[src/rtl/fd_flash_reader_if.sv]
// Exposure-lookup handshake between the metering FSM (master) and the flash reader (slave).
interface fd_flash_reader_if;
   logic [23:0] fd_address;
   logic        fd_valid;
   logic [7:0]  fd;
   logic        fd_ready;
   logic        fd_busy;

   modport master (output fd_address, output fd_valid,
                   input  fd, input fd_ready, input fd_busy);
   modport slave  (input  fd_address, input fd_valid,
                   output fd, output fd_ready, output fd_busy);
endinterface

[src/rtl/fd_flash_reader.sv]
// Reads one byte from SPI NOR flash (0x03 READ, mode 0) per exposure lookup.
// Optional single-entry lookup cache: define FD_FLASH_CACHE_EN.
module fd_flash_reader #(
   parameter int         CLK_DIV  = 2,
   parameter logic [7:0] READ_CMD = 8'h03
) (
   input  logic               clk,
   input  logic               rst,
   fd_flash_reader_if.slave   fdb,
   output logic               spi_cs_n,
   output logic               spi_sck,
   output logic               spi_mosi,
   input  logic               spi_miso
);

   typedef enum logic [2:0] {
      IDLE     = 3'd0,
      CS_SETUP = 3'd1,
      SHIFT    = 3'd2,
      CS_HOLD  = 3'd3,
      DONE     = 3'd4
   } state_t;

   localparam logic [7:0] DIV_LAST = 8'(CLK_DIV - 1);

   state_t      state, state_n;
   logic [7:0]  cnt, cnt_n;
   logic [5:0]  bit_cnt, bit_cnt_n;
   logic [31:0] sr, sr_n;
   logic [7:0]  rx, rx_n;
   logic [7:0]  fd_q, fd_n;
   logic        rdy_q, rdy_n;
   logic        busy_q, busy_n;
   logic        cs_n_n, sck_n, mosi_n;
   logic        phase_end;

   assign phase_end    = (cnt == DIV_LAST);
   assign fdb.fd       = fd_q;
   assign fdb.fd_ready = rdy_q;
   assign fdb.fd_busy  = busy_q;

`ifdef FD_FLASH_CACHE_EN
   logic        cache_vld;
   logic [23:0] cache_addr;
   logic [23:0] addr_q;
   logic [7:0]  cache_data;
   logic        hit;

   assign hit = cache_vld && (fdb.fd_address == cache_addr);
`endif

   always_comb begin
      state_n   = state;
      cnt_n     = cnt;
      bit_cnt_n = bit_cnt;
      sr_n      = sr;
      rx_n      = rx;
      fd_n      = fd_q;
      rdy_n     = 1'b0;
      busy_n    = busy_q;
      cs_n_n    = spi_cs_n;
      sck_n     = spi_sck;
      mosi_n    = spi_mosi;
      case (state)
         IDLE: begin
            if (fdb.fd_valid) begin
               busy_n = 1'b1;
`ifdef FD_FLASH_CACHE_EN
               if (hit) begin
                  state_n = DONE;
                  fd_n    = cache_data;
                  rdy_n   = 1'b1;
               end else
`endif
               begin
                  state_n   = CS_SETUP;
                  cs_n_n    = 1'b0;
                  cnt_n     = 8'd0;
                  bit_cnt_n = 6'd0;
                  sr_n      = {READ_CMD, fdb.fd_address};
               end
            end
         end
         CS_SETUP: begin
            if (phase_end) begin
               state_n = SHIFT;
               cnt_n   = 8'd0;
               mosi_n  = sr[31];
            end else begin
               cnt_n = cnt + 8'd1;
            end
         end
         SHIFT: begin
            if (!phase_end) begin
               cnt_n = cnt + 8'd1;
            end else begin
               cnt_n = 8'd0;
               if (!spi_sck) begin
                  sck_n = 1'b1;
                  rx_n  = {rx[6:0], spi_miso};
               end else begin
                  sck_n = 1'b0;
                  if (bit_cnt == 6'd39) begin
                     state_n = CS_HOLD;
                     mosi_n  = 1'b0;
                  end else begin
                     // Zeros shift in behind the frame, so MOSI idles low for the read bits.
                     bit_cnt_n = bit_cnt + 6'd1;
                     sr_n      = {sr[30:0], 1'b0};
                     mosi_n    = sr[30];
                  end
               end
            end
         end
         CS_HOLD: begin
            if (phase_end) begin
               state_n = DONE;
               cs_n_n  = 1'b1;
               fd_n    = rx;
               rdy_n   = 1'b1;
            end else begin
               cnt_n = cnt + 8'd1;
            end
         end
         DONE: begin
            state_n = IDLE;
            busy_n  = 1'b0;
         end
         default: begin
            state_n = IDLE;
            cs_n_n  = 1'b1;
            sck_n   = 1'b0;
            mosi_n  = 1'b0;
            fd_n    = 8'h00;
            busy_n  = 1'b0;
         end
      endcase
   end

   always_ff @(posedge clk or posedge rst) begin
      if (rst) begin
         state    <= IDLE;
         cnt      <= 8'd0;
         bit_cnt  <= 6'd0;
         fd_q     <= 8'h00;
         rdy_q    <= 1'b0;
         busy_q   <= 1'b0;
         spi_cs_n <= 1'b1;
         spi_sck  <= 1'b0;
         spi_mosi <= 1'b0;
      end else begin
         state    <= state_n;
         cnt      <= cnt_n;
         bit_cnt  <= bit_cnt_n;
         fd_q     <= fd_n;
         rdy_q    <= rdy_n;
         busy_q   <= busy_n;
         spi_cs_n <= cs_n_n;
         spi_sck  <= sck_n;
         spi_mosi <= mosi_n;
      end
   end

`ifdef FD_FLASH_CACHE_EN
   always_ff @(posedge clk or posedge rst) begin
      if (rst) begin
         cache_vld <= 1'b0;
      end else if (state == CS_HOLD && phase_end) begin
         cache_vld <= 1'b1;
      end
   end
`endif

   // Datapath registers carry no reset; they are always reloaded before use.
   always_ff @(posedge clk) begin
      sr <= sr_n;
      rx <= rx_n;
`ifdef FD_FLASH_CACHE_EN
      if (state == IDLE && fdb.fd_valid) begin
         addr_q <= fdb.fd_address;
      end
      if (state == CS_HOLD && phase_end) begin
         cache_addr <= addr_q;
         cache_data <= rx;
      end
`endif
   end

endmodule
[src/flat_wrapper.sv]
// flat-port wrapper written by rule: the top's interface ports become plain ports
module fd_flash_reader_flat 
#(
   parameter int         CLK_DIV  = 2,
   parameter logic [7:0] READ_CMD = 8'h03
)
  (clk, rst, spi_cs_n, spi_sck, spi_mosi, spi_miso, fdb_fd_address, fdb_fd_valid, fdb_fd, fdb_fd_ready, fdb_fd_busy);
  fd_flash_reader_if fdb_i ();
  input  logic clk;
  input  logic rst;
  output logic spi_cs_n;
  output logic spi_sck;
  output logic spi_mosi;
  input  logic spi_miso;
  input wire logic [$bits(fdb_i.fd_address)-1:0] fdb_fd_address;
  input wire logic [$bits(fdb_i.fd_valid)-1:0] fdb_fd_valid;
  output wire logic [$bits(fdb_i.fd)-1:0] fdb_fd;
  output wire logic [$bits(fdb_i.fd_ready)-1:0] fdb_fd_ready;
  output wire logic [$bits(fdb_i.fd_busy)-1:0] fdb_fd_busy;
  assign fdb_i.fd_address = fdb_fd_address;
  assign fdb_i.fd_valid = fdb_fd_valid;
  assign fdb_fd = fdb_i.fd;
  assign fdb_fd_ready = fdb_i.fd_ready;
  assign fdb_fd_busy = fdb_i.fd_busy;
  fd_flash_reader #(.CLK_DIV(CLK_DIV), .READ_CMD(READ_CMD)) u_core (.clk(clk), .rst(rst), .fdb(fdb_i), .spi_cs_n(spi_cs_n), .spi_sck(spi_sck), .spi_mosi(spi_mosi), .spi_miso(spi_miso));
endmodule
[config.mk]
export PLATFORM = sky130hd
export DESIGN_NAME = fd_flash_reader_flat
export DESIGN_NICKNAME = d
export VERILOG_FILES = /design/src/rtl/fd_flash_reader_if.sv /design/src/rtl/fd_flash_reader.sv /design/src/flat_wrapper.sv
export SDC_FILE = /design/constraint.sdc
export NUM_CORES = 1
export LEC_CHECK = 0
export ABC_AREA = 0
export BUFFER_PORTS_ARGS = -buffer_cell sky130_fd_sc_hd__clkbuf_2
export CORE_MARGIN = 2
export CORE_UTILIZATION = 57
export DETAILED_ROUTE_END_ITERATION = 10
export PLACE_DENSITY = 0.88
export SLEW_MARGIN = 20
export SYNTH_ARGS = -nofsm -noshare
export SYNTH_HDL_FRONTEND = slang
export SYNTH_SLANG_ARGS = --single-unit
[constraint.sdc]
create_clock -name clk -period 3.55 [get_ports clk]
set_clock_uncertainty 0.1 [all_clocks]
set_input_delay 0.5325 -clock clk [delete_from_list [all_inputs] [get_ports clk]]
set_output_delay 0.5325 -clock clk [all_outputs]
set_load 0.02 [all_outputs]
==> Yosys cells after proc, flatten, opt, wreduce, memory -nomap -nowiden <==
Cells that the tools add are included.
{ "totals": {"reg_bits": 70, "latch_bits": 0, "ramBits": 0, "romBits": 0, "inputBits": 28, "output_inout_bits": 13, "memories": 0} }
{ "classes": {"addsub": 2, "n_mul": 0, "div_mod_pow": 0, "n_lt_le_gt_ge": 0, "n_eq_ne": 14, "shift": 0, "mux": 38, "n_bitwise": 6, "reduce_logical": 18} }
{ "op_table": {"columns": ["op", "n"], "rows": [
  ["$mux W32", 4],
  ["$pmux W32 S2", 1],
  ["$mux W8", 4],
  ["$mux W6", 4],
  ["$pmux W8 S3", 1],
  ["$mux W3", 6],
  ["$pmux W8 S2", 1],
  ["$pmux W3 S4", 1],
  ["$pmux W6 S2", 1],
  ["$mux W1", 11],
  ["$ne A2 B1 Y1 const B", 5],
  ["$reduce_and A3 Y1", 3],
  ["$reduce_or A3 Y1", 3],
  ["$add A8 B1 Y8 const B", 1],
  ["$eq A8 B1 Y1 const B", 1],
  ["$reduce_or A4 Y1", 2],
  ["$add A6 B1 Y6 const B", 1],
  ["$eq A3 B2 Y1 const B", 2],
  ["$eq A6 B6 Y1 const B", 1],
  ["$ne A2 B2 Y1 const B", 3],
  ["$not A1 Y1", 6],
  ["$pmux W1 S3", 2],
  ["$reduce_and A2 Y1", 3],
  ["$reduce_and A6 Y1", 1],
  ["other kinds (9)", 10]
]} }

==> Logic depth before layout (Yosys ltp) <==
Gate-level depths: netlist of the first run.
{ "logic_depth": {"ltp_word": 5, "ltp_mapped": 7, "mapped_depth_nobuf": 7} }

==> Least setup slack after synthesis of the first run <==
Ideal clock, no wire load.
{ "synth_timing": {"path_type": "register to register", "from": "register u_core.cnt[1]", "to": "register u_core.rx[0] (enable)", "t_arrival_ns": 2.439, "path_slack_ns": 0.617, "stages_incl_launch_ff": 6, "path_buffers": 0, "synth_period_minus_slack_ns": 2.933, "cell_sequence": "dfrtp_1 inv_1 ha_1 or4b_4 or4_4 nor4_1"} }
{ "synth_via": {"elab_chain_cells": 2} }
{ "synth_rtl": {"columns": ["element", "line_no", "text"], "rows": [
  ["start: declaration", "fd_flash_reader.sv:27", "logic [7:0] cnt, cnt_n;"],
  ["start signal: assignment", "fd_flash_reader.sv:153", "cnt <= cnt_n;"],
  ["$eq A8 B1 Y1", "fd_flash_reader.sv:37", "assign phase_end = (cnt == DIV_LAST);"],
  ["$reduce_and A3 Y1 (no source line)", null, null],
  ["end signal: assignment", "fd_flash_reader.sv:177", "rx <= rx_n;"],
  ["end: declaration", "fd_flash_reader.sv:30", "logic [7:0] rx, rx_n;"]
]} }
Every way passes these cells.
A chain may end at the register's enable or synchronous reset.

==> Final worst setup path of the first run <==
{ "layout_timing": {"from": "register u_core.cnt[1]", "to": "register u_core.sr[31] (enable)"} }
{ "layout_via": {"elab_chain_cells": 3} }
{ "layout_rtl": {"columns": ["element", "line_no", "text"], "rows": [
  ["$eq A8 B1 Y1", "fd_flash_reader.sv:37", null],
  ["$ne A2 B1 Y1 (no source line)", null, null],
  ["$reduce_and A5 Y1 (no source line)", null, null],
  ["end signal: assignment", "fd_flash_reader.sv:176", "sr <= sr_n;"],
  ["end: declaration", "fd_flash_reader.sv:29", "logic [31:0] sr, sr_n;"]
]} }
Every way passes these cells.

==> results of run 1 <==
## metrics by stage
stage          hold slack, ps  cells  util [%]  instance area, um^2
6_report                  159    360      66.2                 3580
3_3_place_gp              327    344      63.1                 3410
3_5_place_dp              338    344      63.1                 3410
4_1_cts                   171    360      66.2                 3580
2_1_floorplan             327    240         -                 3140
5_1_grt                   207    360      66.2                 3580
## flip-flops by register name, summed over array words and instances, names as in the netlist
register	count
u_core.spi_cs_n	1
u_core.rx	8
u_core.fdb.fd_ready	1
u_core.state	3
u_core.sr	32
u_core.fdb.fd	8
u_core.bit_cnt	6
u_core.cnt	8
u_core.spi_sck	1
u_core.fdb.fd_busy	1
u_core.spi_mosi	1
## power breakdown
part / internal, mW / total, mW / switching (mW)
clock: 0.292 / 0.562 / 0.270
combinational: 0.397 / 0.969 / 0.572
sequential: 1.17 / 1.38 / 0.212
total: 1.86 / 2.91 / 1.05
## metal layers
layer	vias up	share of wire, %
li1	999	-
met1	1036	44
met2	79	50
met3	6	5.8
met4	0	0.65
met5	-	0
## worst max-delay path, cell delays in order (launching register included)
cell     delay (ps)
dfrtp_1         400
inv_1            80
ha_1            160
or4b_4          510
nor4_4          300
a31oi_2         200
or2_1           300
inv_1            60
buf_4           350
## cell usage after synthesis (4+ instances only)
cell type / count
a21oi_1: 7
a22o_1: 9
a31oi_1: 4
and3_1: 8
buf_2: 5
clkbuf_1: 6
dfrtp_1: 29
edfxtp_1: 40
inv_1: 7
mux2_2: 23
mux2i_1: 4
nand2_1: 15
nand3_1: 6
nor2_1: 10
nor3_1: 5
o21ai_0: 11
## final cells by class
| cell class | count | area share [%] |
|---|---|---|
| sequential | 70 | 54.6 |
| multi-input combinational | 151 | 31.0 |
| timing repair buffer | 44 | 6.43 |
| clock buffer | 15 | 4.65 |
| tap | 72 | 2.52 |
| inverter | 7 | 0.734 |
| clock inverter | 1 | 0.140 |
## logic make-up (layout without fill, tap and decap cells)
kind of cell | Yosys count | after routing | share of synthesized area [%]
and+or+nand+nor | 71 | 71 | 13.4
adders and majority gates | 3 | 3 | 1.20
buffers and inverters | 19 | 67 | 2.47
muxes | 27 | 27 | 9.53
DFF | 70 | 70 | 62.3
AOI/OAI and AO/OA | 46 | 46 | 10.0
xor gates and xnor gates | 4 | 4 | 1.12
## worst max-delay path by stage
| stage | cells after the start | end | startpoint |
|---|---|---|---|
| after floorplan | 5 | u_core.rx[0] | u_core.cnt[1] |
| after global placement | 8 | u_core.sr[18] | u_core.cnt[1] |
| after detailed placement | 8 | u_core.sr[12] | u_core.cnt[1] |
| after CTS | 8 | u_core.sr[29] | u_core.cnt[1] |
| after global routing | 8 | u_core.sr[31] | u_core.cnt[1] |
| final | 8 | u_core.sr[31] | u_core.cnt[1] |
==> flow_summary_export.csv, run 1 <==
group,metric,value,unit
sta,timing.final.crit_share,79.9,%
floorplanning,start_util,58.0,%
outcome,outcome,"finished clean",
global_route,grtUsageTotal,21.6,%
critical_path,path_max_fanout,32,
critical_path,r2r_setup_slack,710,ps
floorplanning,rows,27,
yosys,synth-edff-count,40,
layout,fill_cells,397,
pwr,finalPower,2.91,mW
detailed_routing,vias,2120,
yosys,yosys.cell_types.count,49,
detailed_routing,firstDrtPassIters,4,
layout,seqCellArea,1950,um^2
global_route,grtUsageMet2,32.7,%
yosys,synth.ff_latch_count,70,
global_route,grt_pass1_vias,2028,
detailed_routing,post_drt_via_cell_ratio,5.89,
layout,area_growth,14.1,%
place,portBuffers,40,
yosys,ys.flop_type,"edfxtp_1",
floorplanning,dieArea,6110,um^2
cts,clkTransAtPathRegs,70,ps
global_route,grt.met3_usage,5.75,%
sta,setup_ws,713,ps
yosys,yosys.area.top_type_share,38.3,%
sta,setup-tns-final,0,ps
critical_path,end_kind,"flop",
critical_path,critPathKind,"flop to flop",
hold_path,min_path_type,"input port to async pin",
yosys,synth_area,3140,um^2
cts,cts_sinks,70,
detailed_routing,drt_iter0_drc,183,
cts,cts-root-buf,"clkbuf_8",
detailed_routing,drt.antenna.violating_nets,0,
cts,clk_latency,340,ps
sta,setup_viol,0,
sta,tightest_slew,956,ps
sta,drv_slew,0,
critical_path,setup.worst_path.start_class,"flop",
pwr,p_per_area,814,nW/um^2
sta,maxSlewHeadroom,35.9,%
layout,drive_gt1_share,30.9,%
critical_path,required,3440,ps
yosys,yosys.area.top_type,"edfxtp_1",
yosys,netlist_top_cells_area,"edfxtp_1, dfrtp_1, mux2_2",
place,post-dp-hpwl,3.96,mm
layout,antenna_cells,0,
critical_path,reg2reg_depth,8,
floorplanning,io_pins,41,
cts,cts_buffers,9,
detailed_routing,wirelength,6.18,mm
place,dpl_worst_slack,763,ps
yosys,synth-seq-area-share,62.3,%
global_route,busiest_layer,"met2",
pwr,p_leak,1.46,nW
layout,nets,314,
sta,hold_viol,0,
cts,cts_tree,"built",
cts,cts_resized,0,
place,gp_congestion,0.872,
layout,multi_input_area,1110,um^2
critical_path,worst_ep_arrival_time,2720,ps
global_route,grt_max_degree,33,
cts,cts.path.max_buffers,2,
sta,fin_crit,2840,ps
floorplanning,die_h,78.2,um
sta,max_freq,0.353,GHz
detailed_routing,wire_per_inst,17.2,um
detailed_routing,remaining_drc_errors,0,
cts,post_cts_buffers,0,
cts,hold_buffers,0,
layout,layout_common_cells,"clkbuf_2, edfxtp_1, dfrtp_1",
critical_path,r2r-start,"u_core.cnt[1]",
yosys,synth.yosys.warnings,0,
yosys,synthArstFlopShare,42.9,%
global_route,grt_pass1_wl,10.0,mm
critical_path,r2r-end,"u_core.sr[31]",
floorplanning,die_w,78.2,um
global_route,met1_usage,30.4,%
cts,htreeDepth,3,
pwr,ir_drop,0.411,mV
yosys,synth_nets,271,
floorplanning,coreArea,5410,um^2
yosys,avgSynthCellArea,13.1,um^2
sta,rsz0062_at_grt,"false",
global_route,antenna_found_initial,0,
yosys,syn_inst,240,
global_route,grt-ovfl-total,0,
run,drv_cap,0,
No activity file was read; power rests on OpenSTA's default activity.
==> run 2, diff against run 1 <==
--- a/config.mk
+++ b/config.mk
@@ -8,9 +8,9 @@
 export ABC_AREA = 0
 export BUFFER_PORTS_ARGS = -buffer_cell sky130_fd_sc_hd__clkbuf_2
 export CORE_MARGIN = 2
-export CORE_UTILIZATION = 57
+export CORE_UTILIZATION = 51
 export DETAILED_ROUTE_END_ITERATION = 10
-export PLACE_DENSITY = 0.88
+export PLACE_DENSITY = 0.84
 export SLEW_MARGIN = 20
 export SYNTH_ARGS = -nofsm -noshare
 export SYNTH_HDL_FRONTEND = slang
==> constraint.sdc (replaced) <==
create_clock -name clk -period 2.4 [get_ports clk]
set_clock_uncertainty 0.1 [all_clocks]
set_input_delay 0.36 -clock clk [delete_from_list [all_inputs] [get_ports clk]]
set_output_delay 0.36 -clock clk [all_outputs]
set_load 0.02 [all_outputs]
==> run 2 against run 1 <==
Worst setup slack got worse by 700 ps. Wire length increased by 2.9%. Final area increased by 6.1%. Sequential share of layout area decreased by 3.1 points. Non-clock buffer count increased by 16. Sequential power increased by 46%. Combinational power increased by 78%. Register-to-register slack got worse by 700 ps. Fmax increased by 19%.
==> flow_summary_export.csv, run 2 (synthesized netlist as in run 1, its figures left out) <==
group,metric,value,unit
pwr,p_leak,1.55,nW
place,dpl_worst_slack,-7.68,ps
global_route,grt_pass1_wl,9.96,mm
global_route,grt_max_degree,20,
sta,maxSlewHeadroom,58.7,%
layout,drive_gt1_share,37.2,%
global_route,grt-ovfl-total,0,
cts,cts.path.max_buffers,2,
place,gp_congestion,0.821,
critical_path,end_kind,"flop",
outcome,outcome,"finished clean",
layout,nets,330,
critical_path,required,2360,ps
floorplanning,rows,28,
cts,clkTransAtPathRegs,70,ps
detailed_routing,firstDrtPassIters,4,
global_route,grt_pass1_vias,2051,
sta,tightest_slew,615,ps
sta,timing.final.crit_share,99.5,%
run,drv_cap,0,
layout,antenna_cells,0,
critical_path,worst_ep_arrival_time,2350,ps
global_route,grtUsageMet2,29.2,%
layout,top_register,"u_core.sr",
global_route,grtUsageTotal,20.3,%
layout,utilization,64.1,%
layout,area_growth,21.1,%
sta,fin_crit,2390,ps
critical_path,r2r_setup_slack,10,ps
global_route,busiest_layer,"met2",
layout,fill_cells,431,
sta,max_freq,0.419,GHz
floorplanning,start_util,53.0,%
detailed_routing,drt.antenna.violating_nets,0,
layout,multi_input_area,1150,um^2
pwr,ir_drop,0.622,mV
detailed_routing,wire_per_inst,16.8,um
sta,setup_viol,0,
cts,cts_buffers,9,
detailed_routing,remaining_drc_errors,0,
cts,cts-root-buf,"clkbuf_8",
sta,drv_slew,0,
place,portBuffers,40,
layout,layout_common_cells,"clkbuf_2, edfxtp_1, dfrtp_1",
critical_path,path_max_fanout,19,
cts,cts_tree,"built",
floorplanning,die_h,82.4,um
sta,hold_viol,0,
layout,largest_reg_flops,32,
detailed_routing,wirelength,6.36,mm
global_route,met1_usage,29.1,%
global_route,antenna_found_initial,0,
cts,cts_sinks,70,
cts,htreeDepth,3,
critical_path,critPathKind,"flop to flop",
pwr,p_per_area,1240,nW/um^2
hold_path,min_path_type,"input port to flop",
detailed_routing,vias,2152,
place,post-dp-hpwl,4.26,mm
floorplanning,io_pins,41,
floorplanning,die_w,82.4,um
global_route,grt.met3_usage,5.11,%
detailed_routing,post_drt_via_cell_ratio,5.68,
floorplanning,coreArea,5920,um^2
floorplanning,dieArea,6790,um^2
sta,rsz0062_at_grt,"true",
sta,setup_ws,10.9,ps
pwr,finalPower,4.72,mW
layout,seqCellArea,1950,um^2
critical_path,setup.worst_path.start_class,"flop",
cts,clk_latency,350,ps
detailed_routing,drt_iter0_drc,158,
sta,setup-tns-final,0,ps
==> run 2: report_power, final <==
group / total [mW] / internal, mW / switching [mW]
sequential: 2.02 / 1.73 / 0.292
clock: 0.973 / 0.532 / 0.441
combinational: 1.72 / 0.773 / 0.951
==> run 2: metrics by stage <==
stage,cells,hold WS [ps],cell area (um^2)
after floorplan,240,327,3150
after global placement,358,271,3520
after detailed placement,358,275,3520
after CTS,377,72.2,3750
after global routing,379,86.4,3800
final,379,85.6,3800
==> run 2: path summary, 6_finish.rpt <==
kind | startpoint | to | cells past startpoint
hold reg to reg | u_core.rx[6] | u_core.rx[7] | 0
max in group asynchronous | rst | u_core.cnt[1] | 4
min in group asynchronous | rst | u_core.state[2] | 3
setup / recovery | u_core.cnt[1] | u_core.sr[19] | 8
setup reg to reg | u_core.cnt[1] | u_core.sr[19] | 8
hold / removal | spi_miso | u_core.rx[0] | 1
==> run 2: repair_timing <==
item / 4_1_cts / 5_1_grt
setup buffers: 2 / 2
hold buffers: 1 / 0
pin swaps: 3 / 1
hold endpoints to repair: 10 / 0
endpoints found under the setup margin: 34 / 55
gates cloned: 0 / 0
gates resized for setup: 1 / 7
==> run 2: layer usage <==
layer / vias to the layer above / share of wire (%)
li1: 1030 / -
met1: 1056 / 44
met2: 58 / 49
met3: 8 / 4.7
met4: 0 / 1.5
met5: - / 0
==> run 2: worst max-delay path, cell delays in order (launching register included) <==
cell        delay, ps
dfrtp_1           380
inv_2              80
ha_4              120
or4b_4            490
nor4_4            190
a31oi_2           160
or2_4             300
clkinvlp_4        110
buf_12            160
==> run 2: layout make-up <==
class                           instances  share of cell area, %
Tap cell                               75                   2.47
Timing Repair Buffer                   60                   9.72
Sequential cell                        70                   51.4
Clock inverter                          4                   1.22
Clock buffer                           12                   4.09
Inverter                                7                  0.791
Multi-Input combinational cell        151                   30.3
==> run 3, diff against run 2 <==
--- a/config.mk
+++ b/config.mk
@@ -8,9 +8,9 @@
 export ABC_AREA = 0
 export BUFFER_PORTS_ARGS = -buffer_cell sky130_fd_sc_hd__clkbuf_2
 export CORE_MARGIN = 2
-export CORE_UTILIZATION = 51
+export CORE_UTILIZATION = 35
 export DETAILED_ROUTE_END_ITERATION = 10
-export PLACE_DENSITY = 0.84
+export PLACE_DENSITY = 0.64
 export SLEW_MARGIN = 20
 export SYNTH_ARGS = -nofsm -noshare
 export SYNTH_HDL_FRONTEND = slang
==> run 3 against run 2 <==
Flip-flop and latch count stayed put. Largest cell class unchanged. Critical endpoint is now u_core.sr[25]. Combinational power hardly changed. Register-to-register slack hardly changed.
==> flow_summary_export.csv, run 3 (synthesized netlist as in run 1, its figures left out) <==
group,metric,value,unit
sta,setup_viol,0,
place,dp_cells,392,
cts,cts.path.max_buffers,2,
layout,nets,331,
floorplanning,die_w,98.7,um
detailed_routing,firstDrtPassIters,4,
place,post-dp-hpwl,4.03,mm
critical_path,setup.worst_path.start_class,"flop",
detailed_routing,vias,2111,
pwr,ir_drop,0.506,mV
critical_path,required,2350,ps
outcome,outcome,"finished clean",
critical_path,critPathKind,"flop to flop",
place,gp_congestion,0.843,
place,portBuffers,40,
pwr,p_leak,1.54,nW
sta,maxSlewHeadroom,60.5,%
sta,drv_slew,0,
critical_path,path_max_fanout,16,
floorplanning,coreArea,8720,um^2
global_route,grt_max_degree,31,
layout,utilization,44.0,%
sta,hold_viol,0,
detailed_routing,drt_iter0_drc,115,
hold_path,hold_path_depth,1,
floorplanning,die_h,98.7,um
global_route,grt_pass1_vias,2034,
floorplanning,start_util,36.0,%
detailed_routing,wire_per_inst,14.3,um
global_route,grt_pass1_wl,9.94,mm
detailed_routing,remaining_drc_errors,0,
floorplanning,dieArea,9740,um^2
run,drv_cap,0,
critical_path,reg2reg_depth,8,
sta,fin_crit,2380,ps
global_route,antenna_found_initial,0,
layout,layout_common_cells,"clkbuf_2, edfxtp_1, dfrtp_1",
cts,cts_buffers,9,
floorplanning,io_pins,41,
detailed_routing,drt.antenna.violating_nets,0,
critical_path,end_kind,"flop",
pwr,p_per_area,1190,nW/um^2
floorplanning,rows,34,
sta,rsz0062_at_grt,"true",
global_route,grtUsageTotal,12.8,%
detailed_routing,post_drt_via_cell_ratio,5.11,
layout,drive_gt1_share,36.7,%
layout,antenna_cells,0,
sta,timing.final.crit_share,99.2,%
cts,htreeDepth,3,
detailed_routing,wirelength,5.91,mm
cts,clkTransAtPathRegs,70,ps
sta,max_freq,0.420,GHz
cts,clk_latency,350,ps
layout,largest_reg_flops,32,
cts,cts_sinks,70,
cts,cts_tree,"built",
layout,top_register,"u_core.sr",
cts,cts-root-buf,"clkbuf_8",
layout,fill_cells,801,
layout,final_cells,413,
sta,tightest_slew,589,ps
hold_path,min_path_type,"input port to flop",
critical_path,worst_ep_arrival_time,2330,ps
global_route,grt-ovfl-total,0,
layout,area_growth,22.3,%
-- run 3: final cells by class --
type,count,area [um^2],share of cell area (%)
sequential,70,1950,50.9
multi-input combinational,151,1140,29.7
timing repair buffer,61,405,10.6
tap,108,135,3.52
clock buffer,10,128,3.33
clock inverter,6,46.3,1.21
inverter,7,30.0,0.783
-- run 3: metal layers --
| layer | wire, um | part of all wire, % | global-route usage [%] | vias up |
|---|---|---|---|---|
| li1 | - | - | - | 1039 |
| met1 | 2810 | 48 | 18.4 | 1015 |
| met2 | 2720 | 46 | 18.1 | 49 |
| met3 | 302 | 5.1 | 4.75 | 8 |
| met4 | 78 | 1.3 | 4.11 | 0 |
| met5 | 0 | 0 | 0 | - |
-- run 3: where the power goes --
| part | internal (mW) | switching [mW] |
|---|---|---|
| clock | 0.382 | 0.466 |
| combinational | 0.806 | 0.922 |
| sequential | 1.72 | 0.272 |
| total | 2.91 | 1.66 |
-- run 3: timing repair --
item                       in CTS  in global routing
hold buffers                    1                  0
gates resized for setup         0                  6
setup buffers                   1                  3
setup endpoints to repair       3                 55
pin swaps                       0                  3
hold endpoints to repair       29                  0
-- run 3: worst max-delay path, stage by stage, from the launching register on --
cell,delay (ps)
dfrtp_1,390
inv_2,80
ha_4,120
or4b_4,490
nor4_4,190
a31oi_2,130
or2_4,290
clkinvlp_4,130
buf_12,160
-- run 3: path summary, 6_finish.rpt --
check / from / end / slack (ps)
min in group asynchronous: rst / u_core.fdb.fd[7] / 520
setup / recovery: u_core.cnt[1] / u_core.sr[25] / 20
setup reg to reg: u_core.cnt[1] / u_core.sr[25] / 20
hold reg to reg: u_core.rx[0] / u_core.rx[1] / 360
max in group asynchronous: rst / u_core.spi_cs_n / 1360
hold / removal: spi_miso / u_core.rx[0] / 90
-- run 3: through the flow --
| step | area [um^2] | TNS, ps | setup WS [ps] | hold WS, ps | power (mW) |
|---|---|---|---|---|---|
| 3_5_place_dp | 3590 | 0 | 8.39 | 341 | 3.68 |
| 3_3_place_gp | 3590 | 0 | 17.6 | 343 | 3.64 |
| 2_1_floorplan | 3150 | -8400 | -214 | 327 | 3.09 |
| 5_1_grt | 3840 | -2070 | -74.9 | 68.9 | 4.90 |
| 6_report | 3840 | 0 | 20.1 | 90.6 | 4.57 |
| 4_1_cts | 3780 | 0 | 8.04 | 79.6 | 4.55 |
